==> src/rtl/recon_block_reader_pkg.sv <==
// intra_pkg: shared pixel type, reader FSM states and constants for recon_block_reader (RECON_NEIGHBOUR_FETCH_EN selects the neighbour build)
package intra_pkg;
  typedef logic [7:0] pix_t;
  typedef enum logic [2:0] {IDLE, FETCH, WAIT, NBR, PRESENT, DONE} rbr_state_t;
  localparam int BLK4 = 4;
  localparam pix_t PIX_DEFAULT = 8'd128;
endpackage

==> src/rtl/recon_block_reader_if.sv <==
// recon_block_reader_if: frame-store read port (mem_rd_en/mem_addr/mem_rdata) and block stream (blk_*) plus neighbour outputs under RECON_NEIGHBOUR_FETCH_EN; master = reader, slave = memory/consumer
interface recon_block_reader_if import intra_pkg::*; #(parameter int AW = 20);
  logic mem_rd_en;
  logic [AW-1:0] mem_addr;
  pix_t mem_rdata;
  logic blk_valid, blk_ready;
  logic [127:0] blk_pixels;
  logic [15:0] blk_row, blk_col;
`ifdef RECON_NEIGHBOUR_FETCH_EN
  logic [31:0] nbr_top, nbr_left;
  pix_t nbr_tl;
  logic nbr_top_avail, nbr_left_avail;
  modport master (output mem_rd_en, mem_addr, blk_valid, blk_pixels, blk_row, blk_col, nbr_top, nbr_left, nbr_tl, nbr_top_avail, nbr_left_avail, input mem_rdata, blk_ready);
  modport slave (input mem_rd_en, mem_addr, blk_valid, blk_pixels, blk_row, blk_col, nbr_top, nbr_left, nbr_tl, nbr_top_avail, nbr_left_avail, output mem_rdata, blk_ready);
`else
  modport master (output mem_rd_en, mem_addr, blk_valid, blk_pixels, blk_row, blk_col, input mem_rdata, blk_ready);
  modport slave (input mem_rd_en, mem_addr, blk_valid, blk_pixels, blk_row, blk_col, output mem_rdata, blk_ready);
`endif
endinterface

==> src/rtl/recon_block_reader_addr_gen.sv <==
// recon_addr_gen: block coordinates + in-block/neighbour offset -> addr row*WIDTH+col; ports clk/reset, step_i/clr_i offset control, adv_i next block, off_o/row_o/col_o/addr_o/last_block_o (+in_frame_o under RECON_NEIGHBOUR_FETCH_EN)
module recon_addr_gen #(
  parameter int WIDTH = 800,
  parameter int LENGTH = 800,
  parameter int BLK = 4,
  parameter int AW = $clog2(WIDTH*LENGTH)
) (
  input  logic clk,
  input  logic reset,
  input  logic step_i,
  input  logic clr_i,
  input  logic adv_i,
  output logic [4:0] off_o,
  output logic [15:0] row_o,
  output logic [15:0] col_o,
  output logic [AW-1:0] addr_o,
  output logic last_block_o
`ifdef RECON_NEIGHBOUR_FETCH_EN
  , output logic in_frame_o
`endif
);
  logic [15:0] row_q, col_q, r, c;
  logic [4:0] off_q;
  logic last_in_row;
`ifdef RECON_NEIGHBOUR_FETCH_EN
  logic top_s, left_s, tl_s;
  always_comb begin
    top_s = off_q[4:2] == 3'b100;
    left_s = off_q[4:2] == 3'b101;
    tl_s = off_q[4:3] == 2'b11;
    r = (top_s || tl_s) ? row_q - 16'd1 : row_q + 16'(left_s ? off_q[1:0] : off_q[3:2]);
    c = (left_s || tl_s) ? col_q - 16'd1 : col_q + 16'(off_q[1:0]);
    in_frame_o = !((top_s || tl_s) && row_q == '0) && !((left_s || tl_s) && col_q == '0);
  end
`else
  assign r = row_q + 16'(off_q[3:2]);
  assign c = col_q + 16'(off_q[1:0]);
`endif
  assign addr_o = AW'(r) * AW'(WIDTH) + AW'(c);
  assign last_in_row = col_q == 16'(WIDTH - BLK);
  assign last_block_o = last_in_row && row_q == 16'(LENGTH - BLK);
  assign off_o = off_q;
  assign row_o = row_q;
  assign col_o = col_q;
  always_ff @(posedge clk) begin
    if (reset) begin
      row_q <= '0;
      col_q <= '0;
      off_q <= '0;
    end else begin
      off_q <= clr_i ? '0 : off_q + 5'(step_i);
      if (adv_i) begin
        col_q <= last_in_row ? '0 : col_q + 16'(BLK);
        row_q <= last_in_row ? row_q + 16'(BLK) : row_q;
      end
    end
  end
endmodule

==> src/rtl/recon_block_reader.sv <==
// recon_block_reader: streams the frame store as 4x4 blocks in block-raster order; ports clk, reset (sync, high), enable (start, IDLE only), done (sticky), bus master (mem read + blk valid/ready stream); RECON_NEIGHBOUR_FETCH_EN adds the neighbour fetch
module recon_block_reader import intra_pkg::*; #(
  parameter int WIDTH = 800,
  parameter int LENGTH = 800,
  parameter int BLK = 4,
  parameter int AW = $clog2(WIDTH*LENGTH)
) (
  input  logic clk,
  input  logic reset,
  input  logic enable,
  output logic done,
  recon_block_reader_if.master bus
);
`ifdef RECON_NEIGHBOUR_FETCH_EN
  localparam int NSLOT = 25;
  logic in_frame;
`else
  localparam int NSLOT = 16;
`endif
  localparam int SW = $clog2(NSLOT);
  rbr_state_t state_q, state_d;
  pix_t [NSLOT-1:0] cap_q;
  logic [SW-1:0] slot_q;
  logic rd_q, dflt_q, rd_en, dflt, step, adv, last_block;
  logic [4:0] off;
  logic [15:0] row, col;
  logic [AW-1:0] addr;
  recon_addr_gen #(.WIDTH(WIDTH), .LENGTH(LENGTH), .BLK(BLK), .AW(AW)) u_addr (
    .clk(clk), .reset(reset), .step_i(step), .clr_i(state_q == PRESENT), .adv_i(adv),
    .off_o(off), .row_o(row), .col_o(col), .addr_o(addr), .last_block_o(last_block)
`ifdef RECON_NEIGHBOUR_FETCH_EN
    , .in_frame_o(in_frame)
`endif
  );
  always_comb begin
    state_d = state_q;
    step = 1'b0;
    rd_en = 1'b0;
    dflt = 1'b0;
    case (state_q)
      IDLE: state_d = enable ? FETCH : IDLE;
      FETCH: begin
        step = 1'b1;
        rd_en = 1'b1;
        state_d = off == 5'd15 ? WAIT : FETCH;
      end
`ifdef RECON_NEIGHBOUR_FETCH_EN
      // neighbour reads start in WAIT so the top-left read lands inside NBR's ninth cycle
      WAIT, NBR: begin
        step = 1'b1;
        rd_en = in_frame && off <= 5'd24;
        dflt = !in_frame && off <= 5'd24;
        state_d = state_q == WAIT ? NBR : off == 5'd25 ? PRESENT : NBR;
      end
`else
      WAIT: state_d = PRESENT;
`endif
      PRESENT: state_d = bus.blk_ready ? (last_block ? DONE : FETCH) : PRESENT;
      default: ;
    endcase
  end
  assign adv = state_q == PRESENT && bus.blk_ready && !last_block;
  always_ff @(posedge clk) begin
    if (reset) begin
      state_q <= IDLE;
      cap_q <= '0;
      slot_q <= '0;
      rd_q <= 1'b0;
      dflt_q <= 1'b0;
    end else begin
      state_q <= state_d;
      rd_q <= rd_en;
      dflt_q <= dflt;
      slot_q <= SW'(off);
      if (rd_q) cap_q[slot_q] <= bus.mem_rdata;
      else if (dflt_q) cap_q[slot_q] <= PIX_DEFAULT;
    end
  end
  assign bus.mem_rd_en = rd_en;
  assign bus.mem_addr = rd_en ? addr : '0;
  assign bus.blk_valid = state_q == PRESENT;
  assign bus.blk_pixels = cap_q[BLK4*BLK4-1:0];
  assign bus.blk_row = row;
  assign bus.blk_col = col;
  assign done = state_q == DONE;
`ifdef RECON_NEIGHBOUR_FETCH_EN
  assign bus.nbr_top = cap_q[19:16];
  assign bus.nbr_left = cap_q[23:20];
  assign bus.nbr_tl = cap_q[24];
  assign bus.nbr_top_avail = row != '0;
  assign bus.nbr_left_avail = col != '0;
`endif
endmodule

==> src/flat_wrapper.sv <==
// flat-port wrapper written by rule: the top's interface ports become plain ports
module recon_block_reader_flat import intra_pkg::*;
#(
  parameter int WIDTH = 800,
  parameter int LENGTH = 800,
  parameter int BLK = 4,
  parameter int AW = $clog2(WIDTH*LENGTH)
)
  (clk, reset, enable, done, bus_mem_rd_en, bus_mem_addr, bus_blk_valid, bus_blk_pixels, bus_blk_row, bus_blk_col, bus_mem_rdata, bus_blk_ready);
  recon_block_reader_if #(.AW(AW)) bus_i ();
  input  logic clk;
  input  logic reset;
  input  logic enable;
  output logic done;
  output wire logic [$bits(bus_i.mem_rd_en)-1:0] bus_mem_rd_en;
  output wire logic [$bits(bus_i.mem_addr)-1:0] bus_mem_addr;
  output wire logic [$bits(bus_i.blk_valid)-1:0] bus_blk_valid;
  output wire logic [$bits(bus_i.blk_pixels)-1:0] bus_blk_pixels;
  output wire logic [$bits(bus_i.blk_row)-1:0] bus_blk_row;
  output wire logic [$bits(bus_i.blk_col)-1:0] bus_blk_col;
  input wire logic [$bits(bus_i.mem_rdata)-1:0] bus_mem_rdata;
  input wire logic [$bits(bus_i.blk_ready)-1:0] bus_blk_ready;
  assign bus_mem_rd_en = bus_i.mem_rd_en;
  assign bus_mem_addr = bus_i.mem_addr;
  assign bus_blk_valid = bus_i.blk_valid;
  assign bus_blk_pixels = bus_i.blk_pixels;
  assign bus_blk_row = bus_i.blk_row;
  assign bus_blk_col = bus_i.blk_col;
  assign bus_i.mem_rdata = bus_mem_rdata;
  assign bus_i.blk_ready = bus_blk_ready;
  recon_block_reader #(.WIDTH(WIDTH), .LENGTH(LENGTH), .BLK(BLK), .AW(AW)) u_core (.clk(clk), .reset(reset), .enable(enable), .done(done), .bus(bus_i));
endmodule
==> config.mk <==
export PLATFORM = sky130hd
export DESIGN_NAME = recon_block_reader_flat
export DESIGN_NICKNAME = d
export VERILOG_FILES = /design/src/rtl/recon_block_reader_pkg.sv /design/src/rtl/recon_block_reader_if.sv /design/src/rtl/recon_block_reader_addr_gen.sv /design/src/rtl/recon_block_reader.sv /design/src/flat_wrapper.sv
export SDC_FILE = /design/constraint.sdc
export NUM_CORES = 1
export LEC_CHECK = 0
export ABC_AREA = 1
export BUFFER_PORTS_ARGS = -buffer_cell sky130_fd_sc_hd__buf_2
export CELL_PAD_IN_SITES_DETAIL_PLACEMENT = 0
export CELL_PAD_IN_SITES_GLOBAL_PLACEMENT = 1
export CORE_UTILIZATION = 35
export DETAILED_ROUTE_END_ITERATION = 10
export HOLD_SLACK_MARGIN = 0.03
export PLACE_DENSITY = 0.84
export REMOVE_ABC_BUFFERS = 1
export SLEW_MARGIN = 15
export SYNTH_ARGS = -nofsm -noshare
export SYNTH_HDL_FRONTEND = slang
export SYNTH_SLANG_ARGS = --single-unit
==> constraint.sdc <==
create_clock -name clk -period 3.7 [get_ports clk]
set_input_delay 0.555 -clock clk [delete_from_list [all_inputs] [get_ports clk]]
set_output_delay 0.555 -clock clk [all_outputs]
set_load 0.01 [all_outputs]
==> flow_summary.toml <==
[grt]
antenna_found_initial = 1
grt_max_degree = 105
grt_pass1_vias = 7875
overflow = 0
grt_use_total_pct = 20.78
grt_first_pass_wirelength_um = 42260

[routing]
drc_errors = 0
drtIter0Drc = 794
vias = 8594
drt_first_pass_iters = 5
routedWlPerCell_um = 14.85
via_per_inst = 4.774
postRouteAntennaNets = 0
routed_wl_um = 26730

[clock_network]
clk_latency_ps = 430
path_clk_slew_ps = 80
tritoncts = "built"
root_buffer = "clkbuf_16"
cts_buffers = 17
cts_sinks = 169
cts_hold_buf = 0
clockBufferDepth = 2
h-tree-depth = 4

[sta]
period_minus_slack_ps = 4492
final.setup.worst_slack_ps = -792.3
setup_tns_ps = -5329
hold_violations = 0
rsz0062_at_grt = "yes"
max_freq_ghz = 0.2226
relSlewSlack_pct = 58.23
skew_ps = 10.78
setup_viol = 9
worstMarginPinSlew_ps = 620.0
min_period_over_period_pct = 121.4
slew_violations = 0

[logic_synthesis]
ys_top_cells_by_area = "dfxtp_1 39%, nor2_1 14%, o21ai_0 8.0%, ha_1 7.5%, nand2_1 7.3%"
syn-instance-count = 1230
ys_ff_latch = 169
synth_area_per_cell_um2 = 7.043
ys_seq_area_share_pct = 39.05
synth_top_cell_area_share_pct = 39.05
yosysTopAreaCell = "dfxtp_1"
synth_cell_types = 36
ys_warn_count = 0
synth_area_um2 = 8663

[placed_design]
preCtsSetupSlack_ps = -627.9
hpwl_um = 18830
gp_congestion = 0.8774
numPortBuffers = 190

[setup_path]
crit_chain = "inv_2 > ha_4 > inv_2 > ha_4 > inv_2 > fa_1 > inv_2 > ha_4 > nand2_4 > inv_2 > nand2_2 > nand2_2 > a21oi_4 > xnor2_2 > ha_4 > nand2_2 > inv_1 > a21boi_2 > nand3_2 > and2_4 > nand2_2 > nand2_2 > a21oi_2 > buf_2"
cp_slowest_stage_delay_ps = 490
worst_ep_required_time_ps = 3140
cp_data_arrival_time_ps = 3940
cp_max_fo = 4
cpMaxStageDelayCell = "fa_1"
r2r_cells = 10
critPathKind = "flop to output pin"
crit_path_start_kind = "flop"
end_kind = "output pin"

[floorplanning]
die_h_um = 159.3
ios = 195
die_w_um = 159.3
die_area_um2 = 25390
rows = 57
start_util_pct = 35.62
fp.coreArea_um2 = 24320

[final_layout]
final_net_count = 1537
multiInputGateArea_um2 = 4959
fill_cells = 2447
antennaDiodeCount = 0
drive_above_1_share_pct = 26.15
seqCellArea_um2 = 3395
syn_to_final_growth_pct = 31.67

[power]
total_leakage_power_nw = 5.724
power_density_nw_per_um2 = 342.2
vdd_drop_max_mv = 0.2869

[min_path]
hp-class = "flop to flop"
holdPathStages = 2

[outcome]
violations = "negative setup slack"
status = "finished with violations"

[flow_run]
cap_viol_max_count = 0
-- synthesized netlist by cell type, drive strengths merged --
master	n
a211oi	1
a21boi	2
a21o	1
a21oi	67
and2	1
buf	10
clkbuf	35
conb	1
dfxtp	169
fa	10
ha	52
inv	147
nand2	172
nand3	38
nand3b	4
nand4	14
nor2	315
nor3	9
nor4	3
nor4b	1
o211ai	1
o21ai	139
o21bai	4
o31ai	1
or2	1
xnor2	8
xor2	24
-- worst max-delay path: cells and delay by family (launching register included) --
| kind | cells | cell delay (ps) |
|---|---|---|
| compound gates | 3 | 320 |
| xor+xnor | 1 | 190 |
| fa+ha+maj | 5 | 1530 |
| buf+inv | 7 | 440 |
| flops | 1 | 370 |
| simple gates | 8 | 640 |
-- repair_timing --
action                                  in CTS  in global routing
resized for setup                           68                 27
setup buffers                                6                  2
pin swaps                                   41                 13
endpoints found under the setup margin      10                 10
-- final timing paths --
| check | start | endpoint | slack, ps |
|---|---|---|---|
| min reg2reg | u_core.bus.blk_pixels[6] | u_core.bus.blk_pixels[6] | 440 |
| max reg2reg | u_core.u_addr.row_o[9] | u_core.u_addr.row_o[4] | 1330 |
| min | u_core.bus.blk_pixels[6] | u_core.bus.blk_pixels[6] | 440 |
| max | u_core.u_addr.row_o[5] | bus_mem_addr[18] | -790 |
-- flip-flops by register name, indices dropped and copies added, names as in the netlist --
name	cells
u_core.u_addr.row_o	14
u_core.u_addr.col_o	14
u_core.u_addr.off_o	5
u_core.rd_q	1
u_core.bus.blk_pixels	128
u_core.state_q	3
u_core.slot_q	4
-- layer usage --
metal	track usage (%)	wire [µm]
met5	0	13
met4	4.939	236
met3	3.725	1256
met2	33.97	12440
met1	28.35	12790
-- report_power, final --
group	total (mW)	switching (mW)	internal [mW]
clock network	1.84	0.906	0.937
logic	0.206	0.151	0.0559
registers	1.85	0.0148	1.84
-- per-stage QoR --
stage / utilization (%) / power (mW) / hold slack (ps) / instance area [µm²] / std cells
6_report: 46.91 / 3.904 / 443.0 / 11410 / 1800
5_1_grt: 46.91 / 4.048 / 463.8 / 11410 / 1800
4_1_cts: 46.27 / 3.943 / 443.6 / 11250 / 1798
3_5_place_dp: 42.24 / 2.103 / 431.8 / 10270 / 1760
3_3_place_gp: 42.24 / 2.102 / 428.5 / 10270 / 1760
2_1_floorplan: - / 1.997 / 420.2 / 8476 / 1189
-- cells in the final DEF (no fill, tap or decap), types with 15 or more instances in the layout --
cell type / n
inv_2: 15
dfxtp_1: 164
o21ai_0: 138
xor2_1: 23
ha_1: 34
inv_1: 132
clkbuf_16: 17
nand3_1: 29
buf_2: 190
nor2_1: 308
ha_4: 15
a21oi_1: 51
nand2_1: 156
buf_4: 63
-- area by class of cell --
cell class                      count  share of cell area [%]
Multi-Input combinational cell    873                   43.47
Clock inverter                     15                   1.898
Timing Repair Buffer              255                   12.76
Inverter                          147                   4.837
Tap cell                          324                   3.554
Sequential cell                   169                   29.76
Clock buffer                       17                   3.729
-- cells by family after synthesis --
kind of cell | synth area share [%]
AOI/OAI and AO/OA | 13.07
and+or+nand+nor | 26.07
DFF | 39.05
adders and majority gates | 9.821
xor gates and xnor gates | 3.235
other | 0.04329
buffers and inverters | 8.709
(Power assumes the default switching activity.)
